$ cat config.mk
export PLATFORM = sky130hd
export DESIGN_NAME = mem_port_arbiter
export DESIGN_NICKNAME = d
export VERILOG_FILES = /design/src/rtl/mem_arb_pkg.sv /design/src/rtl/arb_wait_counter.sv /design/src/rtl/mem_port_arbiter.sv
export SDC_FILE = /design/constraint.sdc
export NUM_CORES = 1
export LEC_CHECK = 0
export ABC_AREA = 1
export BUFFER_PORTS_ARGS = -buffer_cell sky130_fd_sc_hd__buf_2
export CORE_MARGIN = 2
export CORE_UTILIZATION = 42
export CTS_CLUSTER_DIAMETER = 150
export DETAILED_ROUTE_END_ITERATION = 8
export PLACE_DENSITY = 0.75
export SLEW_MARGIN = 15
export SYNTH_ARGS = -nofsm -noshare
export SYNTH_HDL_FRONTEND = slang
export SYNTH_SLANG_ARGS = --single-unit
$ cat constraint.sdc
create_clock -name Clock -period 1.08 [get_ports Clock]
set_clock_uncertainty 0.1 [all_clocks]
set_input_delay 0.162 -clock Clock [delete_from_list [all_inputs] [get_ports Clock]]
set_output_delay 0.162 -clock Clock [all_outputs]
set_load 0.03 [all_outputs]
$ cat src/rtl/mem_arb_pkg.sv
// Shared definitions for the memory port arbiter: access-state encoding and
// default bus geometry.
package mem_arb_pkg;

    localparam int unsigned ADDR_W_DEF   = 5;
    localparam int unsigned DATA_W_DEF   = 20;
    localparam int unsigned MAX_WAIT_DEF = 4;

    // Which requester owns the memory bus in the current cycle.
    typedef enum logic [1:0] {
        IDLE  = 2'b00,
        F_ACC = 2'b01,
        D_ACC = 2'b10
    } arb_state_e;

endpackage

$ cat src/rtl/arb_wait_counter.sv
// Saturating count of consecutive fetch denials. Once the count reaches
// MAX_WAIT, force_f tells the arbiter to let fetch through on its next select.
// Only present in builds with MEM_ARB_STARVE_GUARD_EN defined.
`ifdef MEM_ARB_STARVE_GUARD_EN
module arb_wait_counter
    import mem_arb_pkg::*;
#(
    parameter int unsigned MAX_WAIT = MAX_WAIT_DEF
) (
    input  logic Clock,
    input  logic Reset,
    input  logic inc,
    input  logic clr,
    output logic force_f
);

    localparam int unsigned CNT_W = $clog2(MAX_WAIT + 1);
    localparam logic [CNT_W-1:0] MAX_CNT = CNT_W'(MAX_WAIT);

    logic [CNT_W-1:0] count_r;

    // Denial count: clear wins over increment, and the count holds at MAX_CNT.
    always_ff @(posedge Clock) begin
        if (Reset) begin
            count_r <= {CNT_W{1'b0}};
        end else if (clr) begin
            count_r <= {CNT_W{1'b0}};
        end else if (inc && (count_r != MAX_CNT)) begin
            count_r <= count_r + {{(CNT_W-1){1'b0}}, 1'b1};
        end else begin
            count_r <= count_r;
        end
    end

    assign force_f = (count_r == MAX_CNT);

endmodule
`endif

$ cat src/rtl/mem_port_arbiter.sv
// Arbitrates the single-port main memory between instruction fetch and the
// MEM-stage data port. One access is granted per cycle, data has priority, and
// read data returns with a one-cycle valid pulse on the edge after the grant.
// Optional build macro: MEM_ARB_STARVE_GUARD_EN adds a fetch starvation guard
// that lets fetch win after MAX_WAIT consecutive denials.
module mem_port_arbiter
    import mem_arb_pkg::*;
#(
    parameter int unsigned ADDR_W   = ADDR_W_DEF,
    parameter int unsigned DATA_W   = DATA_W_DEF,
    parameter int unsigned MAX_WAIT = MAX_WAIT_DEF
) (
    input  logic              Clock,
    input  logic              Reset,
    input  logic              f_req,
    input  logic [ADDR_W-1:0] f_addr,
    output logic              f_gnt,
    output logic [DATA_W-1:0] f_rdata,
    output logic              f_rvalid,
    input  logic              d_req,
    input  logic              d_we,
    input  logic [ADDR_W-1:0] d_addr,
    input  logic [DATA_W-1:0] d_wdata,
    output logic              d_gnt,
    output logic [DATA_W-1:0] d_rdata,
    output logic              d_rvalid,
    output logic [ADDR_W-1:0] mem_addr,
    output logic [DATA_W-1:0] mem_data,
    output logic              mem_wr_en,
    input  logic [DATA_W-1:0] mem_q
);

    arb_state_e        state_r;
    arb_state_e        next_state_s;
    logic [ADDR_W-1:0] acc_addr_r;
    logic [DATA_W-1:0] acc_wdata_r;
    logic              acc_we_r;
    logic              force_f_s;

`ifdef MEM_ARB_STARVE_GUARD_EN
    logic wait_inc_s;
    logic wait_clr_s;

    // A denial is a cycle where fetch is waiting but data takes the bus.
    assign wait_inc_s = f_req && (next_state_s == D_ACC);
    assign wait_clr_s = (next_state_s == F_ACC) || !f_req;

    arb_wait_counter #(
        .MAX_WAIT (MAX_WAIT)
    ) u_wait_counter (
        .Clock   (Clock),
        .Reset   (Reset),
        .inc     (wait_inc_s),
        .clr     (wait_clr_s),
        .force_f (force_f_s)
    );
`else
    logic unused_max_wait_s;

    assign force_f_s         = 1'b0;
    assign unused_max_wait_s = (MAX_WAIT != 32'd0);
`endif

    // Select the next owner: a starved fetch first, then data, then fetch.
    always_comb begin
        next_state_s = IDLE;
        if (f_req && force_f_s) begin
            next_state_s = F_ACC;
        end else if (d_req) begin
            next_state_s = D_ACC;
        end else if (f_req) begin
            next_state_s = F_ACC;
        end else begin
            next_state_s = IDLE;
        end
    end

    // Complete the current access, then register the newly selected one.
    always_ff @(posedge Clock) begin
        if (Reset) begin
            state_r     <= IDLE;
            acc_addr_r  <= {ADDR_W{1'b0}};
            acc_wdata_r <= {DATA_W{1'b0}};
            acc_we_r    <= 1'b0;
            f_rdata     <= {DATA_W{1'b0}};
            f_rvalid    <= 1'b0;
            d_rdata     <= {DATA_W{1'b0}};
            d_rvalid    <= 1'b0;
        end else begin
            // Read data is captured at the end of the granted cycle; a data
            // write leaves d_rdata alone and raises no valid.
            if (state_r == F_ACC) begin
                f_rdata  <= mem_q;
                f_rvalid <= 1'b1;
            end else begin
                f_rvalid <= 1'b0;
            end
            if ((state_r == D_ACC) && !acc_we_r) begin
                d_rdata  <= mem_q;
                d_rvalid <= 1'b1;
            end else begin
                d_rvalid <= 1'b0;
            end

            state_r <= next_state_s;
            case (next_state_s)
                D_ACC: begin
                    acc_addr_r  <= d_addr;
                    acc_wdata_r <= d_wdata;
                    acc_we_r    <= d_we;
                end
                F_ACC: begin
                    acc_addr_r  <= f_addr;
                    acc_wdata_r <= {DATA_W{1'b0}};
                    acc_we_r    <= 1'b0;
                end
                default: begin
                    acc_addr_r  <= acc_addr_r;
                    acc_wdata_r <= acc_wdata_r;
                    acc_we_r    <= acc_we_r;
                end
            endcase
        end
    end

    assign f_gnt = (state_r == F_ACC);
    assign d_gnt = (state_r == D_ACC);

    // Memory bus decoded only from registers so it is settled well before the
    // negedge write point; the bus is parked at zero when idle.
    always_comb begin
        mem_addr  = {ADDR_W{1'b0}};
        mem_data  = {DATA_W{1'b0}};
        mem_wr_en = 1'b0;
        case (state_r)
            F_ACC: begin
                mem_addr = acc_addr_r;
            end
            D_ACC: begin
                mem_addr  = acc_addr_r;
                mem_data  = acc_wdata_r;
                mem_wr_en = acc_we_r;
            end
            default: begin
                mem_addr  = {ADDR_W{1'b0}};
                mem_data  = {DATA_W{1'b0}};
                mem_wr_en = 1'b0;
            end
        endcase
    end

endmodule

# After elaboration in Yosys (flattened, before gate mapping)
# Cells that the tools add are included.
totals:
  reg_bits: 70
  latch_bits: 0
  ram_bits: 0
  rom_bits: 0
  in_bits: 55
  output_inout_bits: 70
  word_cells: 26
  mem_count: 0
classes:
  add_sub_neg: 0
  mul: 0
  div_mod_pow: 0
  n_lt_le_gt_ge: 0
  eq_ne: 4
  shift: 0
  n_mux: 10
  bitwise: 0
  n_reduce_logical: 4
op_table:
  columns: ["cell", "count"]
  rows:
  - ["$pmux W20 S2", 1]
  - ["$mux W20", 1]
  - ["$pmux W5 S2", 1]
  - ["$mux W5", 1]
  - ["$eq A2 B1 Y1 const B", 2]
  - ["$eq A2 B2 Y1 const B", 2]
  - ["$mux W1", 4]
  - ["$mux W2", 1]
  - ["$pmux W1 S2", 1]
  - ["$reduce_bool A2 Y1", 1]
  - ["$reduce_or A2 Y1", 1]
  - ["$logic_and A1 B1 Y1", 1]
  - ["$logic_not A1 Y1", 1]

# Depth between registers and ports, before layout
# Gate-level depths: netlist of the first run.
depth:
  word_depth: 4
  depth_mapped: 7
  depth_no_buf: 6

# Least setup slack after synthesis of the first run
# OpenSTA, ideal clock, no wires.
synth_path:
  path_kind: "flip-flop to output port"
  start: "register state_r[0]"
  end: "output mem_addr[0]"
  arrival_time_ns: 1.162
  t_required_ns: 0.818
  slack_ns: -0.344
  stages_incl_launch_ff: 4
  n_path_buf: 0
  cell_sequence: "dfxtp_1 > inv_1 > ha_1 > nor2_1"
synth_via:
  elab_chain_len: 3
  elab_cells_between_ends: 4
  cone_classes: "eq/ne: 2; mux: 1; reduce/logical: 1"
synth_lines:
  columns: ["item", "line", "source"]
  rows:
  - ["start, declared", "mem_port_arbiter.sv:33", "arb_state_e state_r;"]
  - ["start signal, assigned", "mem_port_arbiter.sv:105", "state_r <= next_state_s;"]
  - ["$eq A2 B1 Y1 / $eq A2 B2 Y1 (equally long branches)", "mem_port_arbiter.sv:135", "case (state_r)"]
  - ["$reduce_or A2 Y1 (no line) *", null, null]
  - ["$mux W5 *", "mem_port_arbiter.sv:135", null]
  - ["end, declared", "mem_port_arbiter.sv:27", "output logic [ADDR_W-1:0] mem_addr,"]
# Every way passes the cells marked *; elsewhere a longest branch is shown, timed or not.

# Worst setup path after layout of the first run
layout_path:
  start: "register state_r[0]"
  end: "output mem_data[0]"
layout_via:
  elab_chain_len: 2
layout_lines:
  columns: ["item", "line", "source"]
  rows:
  - ["$eq A2 B2 Y1", "mem_port_arbiter.sv:135", null]
  - ["$mux W20", "mem_port_arbiter.sv:135", null]
  - ["end, declared", "mem_port_arbiter.sv:28", "output logic [DATA_W-1:0] mem_data,"]
# Every way passes these cells.

==> results of run 1 <==
[how the worst max path moves through the flow]
stage                   to  cells after the start       start  slack (ps)
2_1_floorplan  d_rdata[19]                      7  state_r[0]        -100
3_3_place_gp   mem_data[0]                      6  state_r[0]        -200
3_5_place_dp   mem_data[0]                      6  state_r[0]        -210
4_1_cts        mem_data[7]                      6  state_r[0]        -510
5_1_grt        mem_data[0]                      6  state_r[0]        -570
6_report       mem_data[0]                      6  state_r[0]        -530
[per-layer routing]
| metal | global-route usage | vias to the layer above | part of all wire |
|---|---|---|---|
| li1 | - | 1551 | - |
| met1 | 0.281 | 1506 | 0.37 |
| met2 | 0.454 | 110 | 0.55 |
| met3 | 0.0423 | 22 | 0.044 |
| met4 | 0.110 | 0 | 0.030 |
| met5 | 0 | - | 0 |
[metrics by stage]
stage                     total power [mW]  hold WS (ps)  setup slack, ps
after floorplan                       3.55           126            -98.6
after global placement                3.85           253             -197
after detailed placement              3.87           255             -211
after CTS                             6.36          5.49             -510
after global routing                  6.78          21.8             -570
final                                 6.52          25.2             -525
[sequential cells by signal, summed over array words and instances, names as in the netlist]
signal and count:
acc_addr_r 5, acc_wdata_r 20, acc_we_r 1, d_rdata 20
d_rvalid 1, f_rdata 20, f_rvalid 1, state_r 2
[what timing repair did]
action,4_1_cts,5_1_grt
setup endpoints to repair,110,109
hold buffers,41,0
pin swaps,5,12
gates cloned,3,2
endpoints found under the hold margin,61,0
setup buffers,6,12
resized for setup,244,68
[cell usage in the layout, fill, tap and decap left out, types with 4 or more instances in the layout]
master	n
inv_2	6
buf_2	54
inv_4	7
buf_4	16
buf_12	9
ha_4	4
dfxtp_1	26
dfxtp_4	4
clkbuf_8	9
o21ai_2	31
buf_6	77
nand2_1	59
nand3_1	28
nor2_2	13
nand2_4	16
dlygate4sd3_1	41
inv_6	13
nand2_2	5
dfxtp_2	40
nor2_4	18
o21ai_1	5
nor2_1	57
inv_1	12
o21ai_4	4
[cell type report]
type | count | area (um^2)
Clock buffer | 10 | 128
Clock inverter | 6 | 70.1
Fill cell | 309 | 808
Inverter | 40 | 253
Multi-Input combinational cell | 245 | 1600
Sequential cell | 70 | 1470
Tap cell | 77 | 96.3
Timing Repair Buffer | 204 | 2000
[where the power goes]
part	switching, mW	total (mW)	internal [mW]
clock network	1.04	2.13	1.08
registers	0.118	2.86	2.74
logic	0.814	1.54	0.723
total	1.98	6.52	4.54
[worst max-delay path: cells and delay by family (launching register included)]
| family | cells | cell delay [ps] |
|---|---|---|
| AND/OR/NAND/NOR | 1 | 70 |
| flip-flops | 1 | 340 |
| buffers and inverters | 4 | 410 |
| adder cells (fa/ha/maj) | 1 | 190 |
[logic make-up (layout without fill, tap and decap cells)]
logic type               after synthesis  in the layout  synth area share
adder cells (fa/ha/maj)                4              4            0.0177
flip-flops                            70             70             0.496
AO/OA/AOI/OAI                         40             40            0.0761
AND/OR/NAND/NOR                      201            201             0.293
buffers and inverters                 63            260             0.118
==> flow_summary.toml, run 1 <==
[synthesis]
ys_async_sr_fraction = 0
synth_area_leaders = "dfxtp_1 50%, nor2_1 12%, nand2_1 11%"
yosysMostFrequentCell = "nor2_1"
syn_avg_cell_area_um2 = 7.48
yosys-top-cells-count = "88 x nor2_1, 80 x nand2_1, 70 x dfxtp_1"
synth_area_leader_cell = "dfxtp_1"
ys.flop_type = "dfxtp_1"
syn_inst = 378
synthesis.area_um2 = 2830
synth_nets = 437
ys_seq_elements = 70
synth_edf_count = 0
synth_top_area_frac = 0.496
yosysSeqAreaShare = 0.496
ys_warn_count = 0
synth_cell_type_count = 17

[setup_path]
ff2ff_path_depth = 7
arrival_ps = 1340
rrSetupSlack_ps = -310
critPathCaptureType = "primary output"
critical_path.max_stage_delay_ps = 340
crit_required_ps = 820
rr_endpoint = "d_rdata[2]"
cp_cell_sequence = "inv_4, ha_4, clkbuf_16, nand2_2, inv_4, buf_6"
critPathMaxFanout = 5
worstSetupPathType = "register to primary output"
cp-start-kind = "register"
worst_path_max_delay_cell = "dfxtp_2"
cpMostUsedCell = "inv_4"
r2r-start = "state_r[1]"

[grt]
grt_pass1_vias = 3029
overflow = 0
grt_pass1_wl_mm = 14.4
track_usage = 0.249
grt_start_max_net_pins = 41
antenna_found_initial = 0

[pwr]
power_density_nw_per_um2 = 1160
ir_worst_vdd_mv = 0.778
p_leak_nw = 2.75

[place]
dpl.cell_count = 574
portBuffers = 124
gp_congestion = 0.758
dpl_cell_area_um2 = 3870
hpwl_mm = 4.93

[floorplan]
coreArea_um2 = 6420
die_w_um = 86.0
rows = 29
die_area_um2 = 7400
chipHeight_um = 86.0
io_pins = 125
initial_core_util = 0.440

[timing]
slew_violations = 0
setup_violations = 79
finalCritPeriodShare = 1.49
hold_violations = 0
clock.fmax_mhz = 623
final.setup.worst_slack_ps = -525
fin_tns_setup_ps = -22850
fin_crit_ps = 1610
worst_pin_slew_ps = 285
rsz0062_at_grt = "true"
slew_headroom = 0.810

[drt]
vias = 3189
route.detailed.drc = 0
wirelength_mm = 10.1
ant_nets = 0
drtIter0Drc = 143
wl_per_cell_um = 15.6
viasPerCell = 4.89
drtPass1Iterations = 4

[cts]
cts_sinks = 70
cts-root-buf = "clkbuf_8"
numCtsBuffers = 9
clk_path_buf_depth = 2
cts_tree = "yes"
clk_latency_ps = 320
h-tree-depth = 3
cts.clk_slew.worst_paths_ps = 80

[run]
drv_cap = 0

[min_path]
hold_path_class = "primary input to register"
min_path_cells = 3
hold_start = "mem_q[17]"
whs_endpoint = "f_rdata[17]"

[status]
status = "complete, but fails checks"
violations = "setup timing"

[finish]
fin_cells = 652
final_util = 0.874
stdcell_area_um2 = 5610
area_growth_pct = 98.6
diodes = 0
nNetsFinal = 629
layout-drive-gt1-share = 0.602
No activity file was read; power rests on OpenSTA's default activity.
==> run 2, diff against run 1 <==
- CORE_UTILIZATION: 42 -> 35
- PLACE_DENSITY: 0.75 -> not set
- RECOVER_POWER: not set -> 25
==> flow_summary.toml, run 2 (same netlist as run 1, synthesis figures left out) <==
[timing]
final.setup.worst_slack_ps = -535
clock.fmax_mhz = 619
slew_headroom = 0.675
worst_pin_slew_ps = 488
setup_violations = 101
fin_crit_ps = 1610
slew_violations = 0
finalCritPeriodShare = 1.50
rsz0062_at_grt = "true"
hold_violations = 0
hold_ws_ps = 11.2

[grt]
track_usage = 0.233
antenna_found_initial = 1
overflow = 0
grt_pass1_vias = 3209
grt_start_max_net_pins = 48
grt_pass1_wl_mm = 15.8

[cts]
clk_latency_ps = 340
cts.clk_slew.worst_paths_ps = 80
clk_path_buf_depth = 2
cts_tree = "yes"
cts-root-buf = "clkbuf_8"
numCtsBuffers = 9
h-tree-depth = 3
cts_sinks = 70

[setup_path]
ff2ff_path_depth = 7
cp-start-kind = "register"
worstSetupStartpoint = "state_r[1]"
endpoint = "mem_data[1]"
critPathMaxFanout = 6
r2r-start = "state_r[1]"
rr_endpoint = "d_rdata[19]"
rrSetupSlack_ps = -420
worstSetupPathType = "register to primary output"
crit_required_ps = 820
arrival_ps = 1350
critPathCaptureType = "primary output"

[status]
status = "complete, but fails checks"
violations = "setup timing"

[run]
drv_cap = 0

[floorplan]
die_w_um = 93.9
io_pins = 125
initial_core_util = 0.364
chipHeight_um = 93.9
rows = 32
die_area_um2 = 8810
coreArea_um2 = 7770

[finish]
fin_cells = 708
final_common_cell = "buf_6"
final_cell_mix = "76 x buf_6, 59 x nand2_1, 53 x buf_2"
top_regs = "acc_wdata_r (20), d_rdata (20), f_rdata (20)"
layout-drive-gt1-share = 0.612
nNetsFinal = 659
area_growth_pct = 113

[drt]
drtPass1Iterations = 4
ant_nets = 0
vias = 3280
wl_per_cell_um = 14.8
drtIter0Drc = 88
viasPerCell = 4.63
route.detailed.drc = 0
wirelength_mm = 10.5

[min_path]
hold_path_class = "primary input to register"

[pwr]
ir_worst_vdd_mv = 0.668
power_density_nw_per_um2 = 1080
p_leak_nw = 2.89

[place]
hpwl_mm = 5.01
dpl.cell_count = 595
portBuffers = 124
place_ws_ps = -233
gp_congestion = 0.726
[run 2: changes by cell type in the layout (fill, tap and decap cells not counted), moves of 3 or more]
cell,previous run,this run
nand2_4,16,13
clkinv_4,2,6
buf_4,16,43
buf_16,2,9
nor2_4,18,35
o21ai_1,5,24
nor2_1,57,40
nand2_8,1,5
buf_8,3,0
o21ai_2,31,12
[run 2: worst min-delay path by stage]
stage | start | to | slack, ps | cells after the start
floorplan | Reset | state_r[0] | 130 | 1
global placement | d_wdata[4] | acc_wdata_r[4] | 250 | 3
detailed placement | d_wdata[5] | acc_wdata_r[5] | 260 | 3
CTS | d_addr[3] | acc_addr_r[3] | 2 | 5
global route | d_addr[3] | acc_addr_r[3] | 40 | 5
finish | d_addr[3] | acc_addr_r[3] | 10 | 5
[run 2: layout make-up]
class / instances / area [um^2]
inverter: 40 / 243
fill: 493 / 1740
antenna: 1 / 2.50
timing repair buffer: 234 / 2320
clock inverter: 7 / 55.1
multi-input combinational: 245 / 1690
sequential: 70 / 1470
tap: 102 / 128
clock buffer: 9 / 124
[run 2: stage by stage]
| step | util | setup TNS, ps | power, mW | instance area (um^2) |
|---|---|---|---|---|
| floorplan | - | -4690 | 3.55 | 3160 |
| global placement | 0.499 | -9430 | 3.84 | 3870 |
| detailed placement | 0.499 | -10920 | 3.86 | 3870 |
| CTS | 0.743 | -26050 | 6.39 | 5770 |
| global route | 0.776 | -31280 | 6.80 | 6030 |
| finish | 0.776 | -26110 | 6.53 | 6030 |
[run 2: timing repair]
action	CTS	global route
endpoints found under the hold margin	57	0
pin swaps	28	2
endpoints found under the setup margin	110	111
hold buffers	42	0
setup buffers	29	16
resized for setup	296	35
cloned	9	1
[run 2: power breakdown]
group | switching, mW | leakage [nW] | total (mW) | internal (mW)
combinational | 0.852 | 2.21 | 1.70 | 0.850
sequential | 0.124 | 0.594 | 2.86 | 2.74
clock | 1.11 | 0.0866 | 1.97 | 0.857
[run 2: critical path: stages, from the launching register on]
cell and delay [ps]:
dfxtp_4 380, ha_4 210, buf_16 180, nand2_4 70, inv_6 50, buf_6 120
[run 2: routing by layer]
metal | track usage | part of all wire | wire length, um
met1 | 0.277 | 0.40 | 4210
met2 | 0.410 | 0.52 | 5410
met3 | 0.0449 | 0.056 | 583
met4 | 0.0942 | 0.025 | 262
met5 | 0 | 0 | 0
==> run 3, diff against run 2 <==
- RECOVER_POWER: 25 -> not set
- SYNTH_HIERARCHICAL: not set -> 1
==> flow_summary.toml, run 3 <==
[drt]
wirelength_mm = 10.5
route.detailed.drc = 0
wl_per_cell_um = 14.8
drtIter0Drc = 95
viasPerCell = 4.60
ant_nets = 0
drtPass1Iterations = 6
vias = 3254

[cts]
cts_tree = "yes"
clk_path_buf_depth = 2
cts-root-buf = "clkbuf_8"
numCtsBuffers = 9
h-tree-depth = 3
clk_latency_ps = 340
cts.clk_slew.worst_paths_ps = 80
cts_sinks = 70

[setup_path]
worst_path_max_delay_cell = "dfxtp_2"
r2r-start = "state_r[1]"
rr_endpoint = "d_rdata[19]"
crit_buf_inv = 4
worstSetupStartpoint = "state_r[0]"
cp_cell_sequence = "inv_2, ha_4, buf_16, nand2_4, inv_6, buf_6"
worst_path_dominant_cell_family = "buffers and inverters"
rrSetupSlack_ps = -430
cp.depth = 6
critical_path.max_stage_delay_ps = 330
critPathCaptureType = "primary output"
worstSetupPathType = "register to primary output"
crit_required_ps = 820
critPathMaxFanout = 6
cp-start-kind = "register"
ff2ff_path_depth = 7
endpoint = "mem_data[1]"
arrival_ps = 1350

[synthesis]
yosys-top-cells-count = "88 x nor2_1, 80 x nand2_1, 70 x dfxtp_1"
synth_edf_count = 0
ys_async_sr_fraction = 0
ys_warn_count = 6
synthesis.area_um2 = 2830
syn_inst = 378
ys_seq_elements = 70
synth_top_area_frac = 0.496
ys.flop_type = "dfxtp_1"
synth_area_leader_cell = "dfxtp_1"
synth_area_leaders = "dfxtp_1 50%, nor2_1 12%, nand2_1 11%"
yosysMostFrequentCell = "nor2_1"
synth_cell_type_count = 17
yosysSeqAreaShare = 0.496
synth_nets = 437
syn_avg_cell_area_um2 = 7.48

[min_path]
hold_path_class = "primary input to register"

[timing]
hold_ws_ps = 10.5
slew_violations = 0
final.setup.worst_slack_ps = -535
fin_crit_ps = 1620
finalCritPeriodShare = 1.50
rsz0062_at_grt = "true"
slew_headroom = 0.822
hold_violations = 0
fin_tns_setup_ps = -26200
clock.fmax_mhz = 619
setup_violations = 102
worst_pin_slew_ps = 264

[grt]
grt_pass1_vias = 3209
grt_start_max_net_pins = 48
overflow = 0
grt_pass1_wl_mm = 15.8
track_usage = 0.233
antenna_found_initial = 1

[floorplan]
rows = 32
die_w_um = 93.9
initial_core_util = 0.364
chipHeight_um = 93.9
die_area_um2 = 8810
io_pins = 125
coreArea_um2 = 7770

[finish]
top_regs = "acc_wdata_r (20), d_rdata (20), f_rdata (20)"
nNetsFinal = 659
layout-drive-gt1-share = 0.615
area_growth_pct = 114
final_common_cell = "buf_6"
fillers = 490
multi_input_area_um2 = 1690
ff_latch_area_um2 = 1470
final_cell_mix = "76 x buf_6, 59 x nand2_1, 54 x buf_2"

[pwr]
total_power_mw = 6.54
power_density_nw_per_um2 = 1080
ir_worst_vdd_mv = 0.671
p_leak_nw = 2.90

[run]
drv_cap = 0

[place]
hpwl_mm = 5.01
portBuffers = 124
gp_congestion = 0.726
place_ws_ps = -233

[status]
violations = "setup timing"
status = "complete, but fails checks"
[run 3: timing repair]
item                                    CTS  global route
endpoints found under the hold margin    57             0
hold buffers                             42             0
gates resized for setup                 296            35
setup buffers                            29            16
pin swaps                                28             2
gates cloned                              9             1
endpoints found under the setup margin  110           111
[run 3: stage by stage]
stage	instance area, um^2	util	instances
after floorplan	3160	-	378
after global placement	3870	0.499	595
after detailed placement	3870	0.499	595
after CTS	5770	0.743	690
after global routing	6040	0.778	708
final	6040	0.778	708
[run 3: kinds of logic after synthesis]
group / after synthesis / share of synthesized area
simple gates: 201 / 0.293
buf+inv: 63 / 0.118
flops: 70 / 0.496
compound gates: 40 / 0.0761
fa+ha+maj: 4 / 0.0177
[run 3: area by class of cell]
type | count | area share
Multi-Input combinational cell | 245 | 0.279
Sequential cell | 70 | 0.243
Clock buffer | 9 | 0.0205
Antenna cell | 1 | 0.000414
Clock inverter | 7 | 0.00911
Timing Repair Buffer | 234 | 0.386
Tap cell | 102 | 0.0211
Inverter | 40 | 0.0402
[run 3: power breakdown]
part           internal, mW  leakage [nW]  total [mW]  switching [mW]
Clock                 0.857        0.0866        1.97            1.11
Sequential             2.74         0.594        2.86           0.124
Combinational         0.856          2.22        1.71           0.854
[run 3: how the worst min path moves through the flow]
stage                    start        endpoint  slack (ps)  cells past startpoint
floorplan                Reset      state_r[0]         130                      1
global placement    d_wdata[4]  acc_wdata_r[4]         250                      3
detailed placement  d_wdata[5]  acc_wdata_r[5]         260                      3
CTS                  d_addr[3]   acc_addr_r[3]           2                      5
global route         d_addr[3]   acc_addr_r[3]          40                      5
finish               d_addr[3]   acc_addr_r[3]          10                      5
[run 3: worst register-to-register path, delay by kind of cell, from the launching register on]
kind / cells / cell delay, ps
simple gates: 2 / 150
flops: 1 / 380
compound gates: 1 / 240
fa+ha+maj: 1 / 140
buf+inv: 3 / 390
[run 3: per-layer routing]
metal | vias up | global-route usage | part of all wire
met5 | - | 0 | 0
met4 | 0 | 0.0942 | 0.025
met3 | 29 | 0.0449 | 0.060
met2 | 122 | 0.410 | 0.52
met1 | 1489 | 0.277 | 0.40
li1 | 1614 | - | -
